<file path="src/rtl/instr_fetch_unit.sv">
// ---------------------------------------------------------------------------
// instr_fetch_unit
//
// Instruction fetch stage of the mini crypto processor. Owns the program
// counter and fetches 16-bit instruction words from instruction memory over
// a req/ack handshake. Each word is latched into the instruction register (IR)
// and its fields are presented to the control unit. The PC only moves when
// the control unit pulses pc_enable, and halt stops the unit until reset.
//
// Ports:
//   clk          in   rising-edge clock
//   reset        in   asynchronous, active-low reset (0 = in reset)
//   pc_enable    in   advance PC and fetch the next instruction (HOLD only)
//   halt         in   stop fetching, sticky until reset (HOLD only)
//   jump_en      in   with pc_enable, load jump_target instead of PC+1
//   jump_target  in   branch/jump destination
//   imem_req     out  instruction memory read request
//   imem_addr    out  read address, always the PC register
//   imem_ack     in   memory response valid, imem_rdata valid same cycle
//   imem_rdata   in   instruction word
//   opcode       out  IR[15:12]
//   rd, rs, rt   out  IR[11:8], IR[7:4], IR[3:0]
//   instr_valid  out  IR holds the instruction for the current PC
//   fetch_state  out  FSM state: IDLE=00, FETCH=01, HOLD=10, STOP=11
// ---------------------------------------------------------------------------
module instr_fetch_unit #(
    parameter int PC_WIDTH    = 8,
    parameter int INSTR_WIDTH = 16
) (
    input  logic                   clk,
    input  logic                   reset,
    input  logic                   pc_enable,
    input  logic                   halt,
    input  logic                   jump_en,
    input  logic [PC_WIDTH-1:0]    jump_target,
    output logic                   imem_req,
    output logic [PC_WIDTH-1:0]    imem_addr,
    input  logic                   imem_ack,
    input  logic [INSTR_WIDTH-1:0] imem_rdata,
    output logic [3:0]             opcode,
    output logic [3:0]             rd,
    output logic [3:0]             rs,
    output logic [3:0]             rt,
    output logic                   instr_valid,
    output logic [1:0]             fetch_state
);

    typedef enum logic [1:0] {
        IDLE  = 2'b00,
        FETCH = 2'b01,
        HOLD  = 2'b10,
        STOP  = 2'b11
    } state_t;

    state_t                 state;
    logic [PC_WIDTH-1:0]    pc;
    logic [INSTR_WIDTH-1:0] ir;

    // Fetch sequencer. imem_req and instr_valid are registered alongside the
    // state so every output comes straight from a flop; because the reset is
    // asynchronous, asserting it mid-fetch drops imem_req immediately.
    // PC arithmetic wraps naturally at 2^PC_WIDTH.
    always_ff @(posedge clk or negedge reset) begin
        if (!reset) begin
            state       <= IDLE;
            pc          <= '0;
            ir          <= '0;
            imem_req    <= 1'b0;
            instr_valid <= 1'b0;
        end else begin
            case (state)
                IDLE: begin
                    state    <= FETCH;
                    imem_req <= 1'b1;
                end
                FETCH: begin
                    if (imem_ack) begin
                        ir          <= imem_rdata;
                        instr_valid <= 1'b1;
                        imem_req    <= 1'b0;
                        state       <= HOLD;
                    end
                end
                HOLD: begin
                    // halt wins over a simultaneous pc_enable and leaves PC alone
                    if (halt) begin
                        instr_valid <= 1'b0;
                        state       <= STOP;
                    end else if (pc_enable) begin
                        pc          <= jump_en ? jump_target : pc + PC_WIDTH'(1);
                        instr_valid <= 1'b0;
                        imem_req    <= 1'b1;
                        state       <= FETCH;
                    end
                end
                STOP: begin
                    imem_req    <= 1'b0;
                    instr_valid <= 1'b0;
                end
                default: begin
                    state <= IDLE;
                end
            endcase
        end
    end

    assign imem_addr   = pc;
    assign opcode      = ir[15:12];
    assign rd          = ir[11:8];
    assign rs          = ir[7:4];
    assign rt          = ir[3:0];
    assign fetch_state = state;

endmodule

</file>
<file path="config.mk">
export PLATFORM = sky130hd
export DESIGN_NAME = instr_fetch_unit
export DESIGN_NICKNAME = d
export VERILOG_FILES = /design/src/rtl/instr_fetch_unit.sv
export SDC_FILE = /design/constraint.sdc
export NUM_CORES = 1
export LEC_CHECK = 0
export BUFFER_PORTS_ARGS = -buffer_cell sky130_fd_sc_hd__buf_4
export CAP_MARGIN = 10
export CORE_MARGIN = 8
export CORE_UTILIZATION = 47
export DETAILED_ROUTE_END_ITERATION = 16
export PLACE_DENSITY = 0.78
export SLEW_MARGIN = 20
export SYNTH_ARGS = -nofsm -noshare
export SYNTH_HDL_FRONTEND = slang
export SYNTH_SLANG_ARGS = --single-unit
</file>
<file path="constraint.sdc">
create_clock -name clk -period 1.99 [get_ports clk]
set_input_delay 0.0995 -clock clk [delete_from_list [all_inputs] [get_ports clk]]
set_output_delay 0.0995 -clock clk [all_outputs]
set_load 0.03 [all_outputs]
</file>
==> results of run 1 <==
-- worst paths after layout --
check	start	to	slack, ns	cells after the start
min	imem_rdata[6]	ir[6]	0.02	2
min reg2reg	ir[8]	ir[8]	0.53	1
min in group asynchronous	reset	imem_addr[3]	0.21	2
max reg2reg	fetch_state[0]	fetch_state[1]	0.24	5
max	fetch_state[0]	fetch_state[1]	0.24	5
max in group asynchronous	reset	fetch_state[1]	1.51	2
-- layer usage --
layer / track usage [%] / wire length, um
met3: 5.37 / 280
met4: 3.93 / 30
met2: 25.7 / 2000
met1: 17.1 / 1490
met5: 0 / 0
-- where the power goes --
group          total, uW  internal [uW]  switching (uW)
Clock                276            112             165
Sequential          1010            817             197
Combinational       1600            687             916
Total               2890           1620            1280
-- stage by stage --
step	area [um^2]	hold WS (ns)	utilization, %	instances	total power [uW]
floorplan	1430	-0.196	-	124	1980
global placement	1880	0.0368	63.1	211	2550
detailed placement	1880	0.0428	63.1	211	2620
CTS	2030	0.00251	68.0	226	2910
global route	2070	0.00356	69.4	230	3070
finish	2070	0.0188	69.4	230	2890
-- flip-flops by register name, summed over array words and instances, names as in the netlist --
signal and count:
fetch_state 2, imem_addr 8, imem_req 1, instr_valid 1, ir 16
-- cells by family after synthesis --
logic type,count (synthesis)
muxes,21
adders and majority gates,5
and+or+nand+nor,36
DFF,28
buffers and inverters,11
AOI/OAI and AO/OA,23
-- synth_stat cells, types with 2 or more instances --
cell type   n  area [um^2]
a211o_1     2         17.5
buf_2       3         15.0
inv_1       7         26.3
ha_1        5         62.6
nor3_1      2         10.0
mux2_2     18          203
o41ai_1     2         17.5
dfrtp_1    28          701
nand2b_1    2         12.5
mux2i_1     3         30.0
nand4_1     3         18.8
o21ai_0     7         35.0
o31ai_1     2         15.0
nor2_1      5         18.8
a21oi_1     5         25.0
nand2_1     6         22.5
nand3_1     5         25.0
-- timing repair --
action                    CTS  global route
resized for setup           0             0
hold buffers               11             4
hold endpoints to repair   38             4
-- cell type report --
class | instances | area [um^2]
fill | 228 | 912
sequential | 28 | 701
timing repair buffer | 73 | 586
inverter | 7 | 26.3
clock buffer | 4 | 36.3
multi-input combinational | 85 | 676
tap | 33 | 41.3
==> impl_metrics.json, run 1 <==
{
  "startpoint_type": "flop",
  "place_congestion": 0.843,
  "drt-vias-per-instance": 5.35,
  "fin_crit_sh_pct": 88.2,
  "synth_edf_count": 0,
  "worst_ep_arrival_time_ns": 1.98,
  "cts_tree": "yes",
  "ant_nets": 0,
  "fin_crit_ns": 1.75,
  "ys_ff_latch": 28,
  "grt_max_degree": 29,
  "placementRows": 20,
  "mostFrequentLayoutCell": "buf_4",
  "post_cts_buffers": 0,
  "synth_ff_type": "dfrtp_1",
  "die_h_um": 71.2,
  "cts_buffers": 3,
  "yosysSeqAreaShare_pct": 49.0,
  "avgRoutedWirePerCell_um": 16.5,
  "rsz0062_at_grt": "false",
  "synth_area_um2": 1430,
  "hpwl_mm": 2.86,
  "worstHoldPathType": "in -> reg",
  "cp_slowest_cell": "dfrtp_1",
  "io_pins": 58,
  "hold_viol": 0,
  "slew_viol_final": 0,
  "post-route-drc-count": 0,
  "clockRootBuffer": "clkbuf_4",
  "muxShareOfSynthArea_pct": 16.3,
  "gr-total-overflow": 0,
  "antenna_found_initial": 0,
  "dr.first_iter.drc_count": 77,
  "io_buffers": 57,
  "synthXorXnorAreaFrac_pct": 0,
  "chipWidth_um": 71.2,
  "layout-drive-gt1-share_pct": 44.2,
  "cellLeakagePower_uw": 0.00101,
  "area_growth_pct": 44.3,
  "worstPathCellList": "inv_1 > ha_1 > nor3b_2 > o41ai_1 > a221o_1",
  "fin_ws_ns": 0.236,
  "ys.warnings.count": 0,
  "status": "finished, final reports clean",
  "drt_wl_total_mm": 3.80,
  "worst_clock_skew_ns": 0.00664,
  "ys_async_sr_fraction_pct": 100,
  "yosysUniqueCellTypes": 36,
  "path_buf_inv": 1,
  "max_slew_margin_pct": 76.1,
  "final_cell_mix": "58 x buf_4, 28 x dfrtp_1, 18 x mux2_2, 15 x dlygate4sd3_1",
  "cpLargestDelayFamily": "flip-flops",
  "cp_max_fo": 7,
  "setup_tns_ns": 0,
  "setup_viol": 0,
  "criticalPathCategory": "reg -> reg",
  "clock_sinks": 28,
  "core_region_area_um2": 2980,
  "synth-compound-area-share_pct": 10.8,
  "cp-end-kind": "flop",
  "irDropWorstVdd_v": 0.000800,
  "grt_usage_pct": 15.0,
  "p_per_area_nw_per_um2": 1400,
  "clk_latency_ns": 0.32,
  "critPathMaxStageDelay_ns": 0.44,
  "tightest_slew_ns": 0.359,
  "synth_top_family_by_area": "multiplexers",
  "drtPass1Iterations": 4,
  "clkSlewWorstSetupHoldPaths_ns": 0.14,
  "grt_pass1_wl_mm": 6.21,
  "synthAdderAreaFrac_pct": 4.37,
  "yosys.area_share.simple_pct": 15.8,
  "synth_fp_nets": 159,
  "grt_pass1_vias": 1338,
  "syn_inst": 124,
  "cts_buffer_depth": 2,
  "maxCapViolations": 0,
  "maxClockFrequency_mhz": 570,
  "initial_core_util_pct": 48.1,
  "dieArea_um2": 5070,
  "cp.required_ns": 2.21,
  "synth.avg_cell_area_um2": 11.5,
  "num_vias": 1231,
  "place_ws_ns": 0.236,
  "nets": 233,
  "htreeDepth": 1,
  "num_antenna_cells": 0
}
Power figures use the tool's default switching activity.
==> run 2, diff against run 1 <==
CELL_PAD_IN_SITES_DETAIL_PLACEMENT = 1   (was not set)
CELL_PAD_IN_SITES_GLOBAL_PLACEMENT = 1   (was not set)
CORE_UTILIZATION = 36   (was 47)
PLACE_DENSITY = not set   (was 0.78)
PLACE_DENSITY_LB_ADDON = 0.1   (was not set)
==> run 2 against run 1 <==
Net effect:
- power increased by 5.0%
- non-clock buffer count shrank 14
- sequential power barely moved
- highest routed layer unchanged
==> impl_metrics.json, run 2 (synthesis gave the netlist of run 1 again) <==
{
  "cellLeakagePower_uw": 0.000967,
  "p_int_uw": 1760,
  "p_per_area_nw_per_um2": 1530,
  "avgRoutedWirePerCell_um": 16.6,
  "clock_sinks": 28,
  "worst_clock_skew_ns": 0.00166,
  "num_vias": 1179,
  "core_region_area_um2": 3910,
  "worst_ep_arrival_time_ns": 1.92,
  "worstHoldPathType": "in -> reg",
  "io_buffers": 57,
  "hold_buffers": 1,
  "dr.first_iter.drc_count": 57,
  "fin_crit_sh_pct": 88.2,
  "crit_path_end": "fetch_state[1]",
  "whs_ns": 0.0510,
  "nets": 219,
  "reg2reg_to": "fetch_state[1]",
  "switchingPower_uw": 1280,
  "area_growth_pct": 38.5,
  "io_pins": 58,
  "timing.rr.start": "fetch_state[0]",
  "place_ws_ns": 0.234,
  "mostFrequentLayoutCell": "buf_4",
  "clk_latency_ns": 0.27,
  "post-route-drc-count": 0,
  "ant_nets": 0,
  "drt_wl_total_mm": 3.86,
  "status": "finished, final reports clean",
  "maxClockFrequency_mhz": 569,
  "die_h_um": 79.1,
  "cp_slowest_cell": "dfrtp_1",
  "cp.required_ns": 2.15,
  "swShare_pct": 42.1,
  "rsz0062_at_grt": "false",
  "layout-drive-gt1-share_pct": 47.5,
  "startpoint_type": "flop",
  "fin_ws_ns": 0.234,
  "gr-total-overflow": 0,
  "placementRows": 23,
  "antenna_found_initial": 0,
  "p_comb_share_pct": 52.0,
  "irDropWorstVdd_v": 0.000666,
  "cts_tree": "yes",
  "maxCapViolations": 0,
  "cp_max_fo": 7,
  "largest_reg_flops": 16,
  "setup_tns_ns": 0,
  "critPathMaxStageDelay_ns": 0.42,
  "total_power_uw": 3040,
  "place_congestion": 0.763,
  "grt_pass1_vias": 1374,
  "cts_buffer_depth": 2,
  "max_slew_margin_pct": 75.6,
  "chipWidth_um": 79.1,
  "power_frac_seq_pct": 33.5,
  "fin_crit_ns": 1.76,
  "htreeDepth": 1,
  "p_clk_share_pct": 14.6,
  "worstPathCellList": "inv_1 > ha_1 > nor3b_2 > o41ai_1 > a221o_1",
  "initial_core_util_pct": 36.6,
  "crit_path_start": "fetch_state[0]",
  "cts_buffers": 3,
  "hold_viol": 0,
  "cp-end-kind": "flop",
  "final_cell_mix": "58 x buf_4, 28 x dfrtp_1, 18 x mux2_2, 7 x inv_1, 7 x o21ai_0",
  "clkSlewWorstSetupHoldPaths_ns": 0.09,
  "ff2ff_setup_slack_ns": 0.23,
  "tightest_slew_ns": 0.366,
  "num_antenna_cells": 0,
  "setup_viol": 0,
  "ff2ff_path_depth": 5,
  "hpwl_mm": 3.09,
  "top_register": "ir",
  "grt_pass1_wl_mm": 6.38,
  "slew_viol_final": 0,
  "drt-vias-per-instance": 5.06,
  "grt_usage_pct": 12.4,
  "criticalPathCategory": "reg -> reg",
  "clockRootBuffer": "clkbuf_8",
  "post_cts_buffers": 0,
  "grt_max_degree": 29,
  "dieArea_um2": 6250,
  "drtPass1Iterations": 4,
  "post_cts_resized": 0,
  "fill_cells": 468
}
-- run 2: worst min-delay path by stage --
stage / start / to / slack, ns / cells after the start
after global routing: imem_rdata[8] / ir[8] / 0.04 / 2
final: imem_rdata[11] / ir[11] / 0.05 / 2
after detailed placement: reset / instr_valid / 0.04 / 1
after CTS: imem_rdata[11] / ir[11] / 0.05 / 2
after global placement: reset / imem_req / 0.05 / 1
after floorplan: reset / fetch_state[0] / -0.20 / 0
-- run 2: power by group through the flow --
stage	Combinational (uW)	Sequential, uW	Clock (uW)
floorplan	491	1490	0
global placement	1550	1010	0
detailed placement	1610	1030	0
CTS	1610	1020	457
global route	1690	1060	477
finish	1580	1020	443
-- run 2: area by class of cell --
| class | instances | area (um^2) | share of cell area, % |
|---|---|---|---|
| well taps | 50 | 62.6 | 3.16 |
| multi-input cells | 85 | 676 | 34.1 |
| clock buffers | 3 | 41.3 | 2.08 |
| repair buffers | 59 | 445 | 22.5 |
| inverters | 7 | 26.3 | 1.33 |
| clock inverters | 1 | 30.0 | 1.52 |
| flip-flops and latches | 28 | 701 | 35.4 |
-- run 2: stage by stage --
step | util (%) | cells | cell area (um^2)
floorplan | - | 124 | 1430
global placement | 48.6 | 228 | 1900
detailed placement | 48.6 | 228 | 1900
CTS | 50.6 | 233 | 1980
global route | 50.6 | 233 | 1980
finish | 50.6 | 233 | 1980
-- run 2: metal layers --
layer | global-route usage (%) | vias to the layer above | part of all wire [%]
li1 | - | 569 | -
met1 | 12.6 | 580 | 38
met2 | 23.7 | 28 | 56
met3 | 3.84 | 2 | 5.5
met4 | 3.52 | 0 | 0.36
met5 | 0 | - | 0
-- run 2: critical path: cells and delay by family (launching register included) --
| family | cells | cell delay [ns] |
|---|---|---|
| buffers and inverters | 1 | 0.11 |
| AO/OA/AOI/OAI | 2 | 0.41 |
| AND/OR/NAND/NOR | 1 | 0.38 |
| flip-flops | 1 | 0.42 |
| adder cells (fa/ha/maj) | 1 | 0.32 |
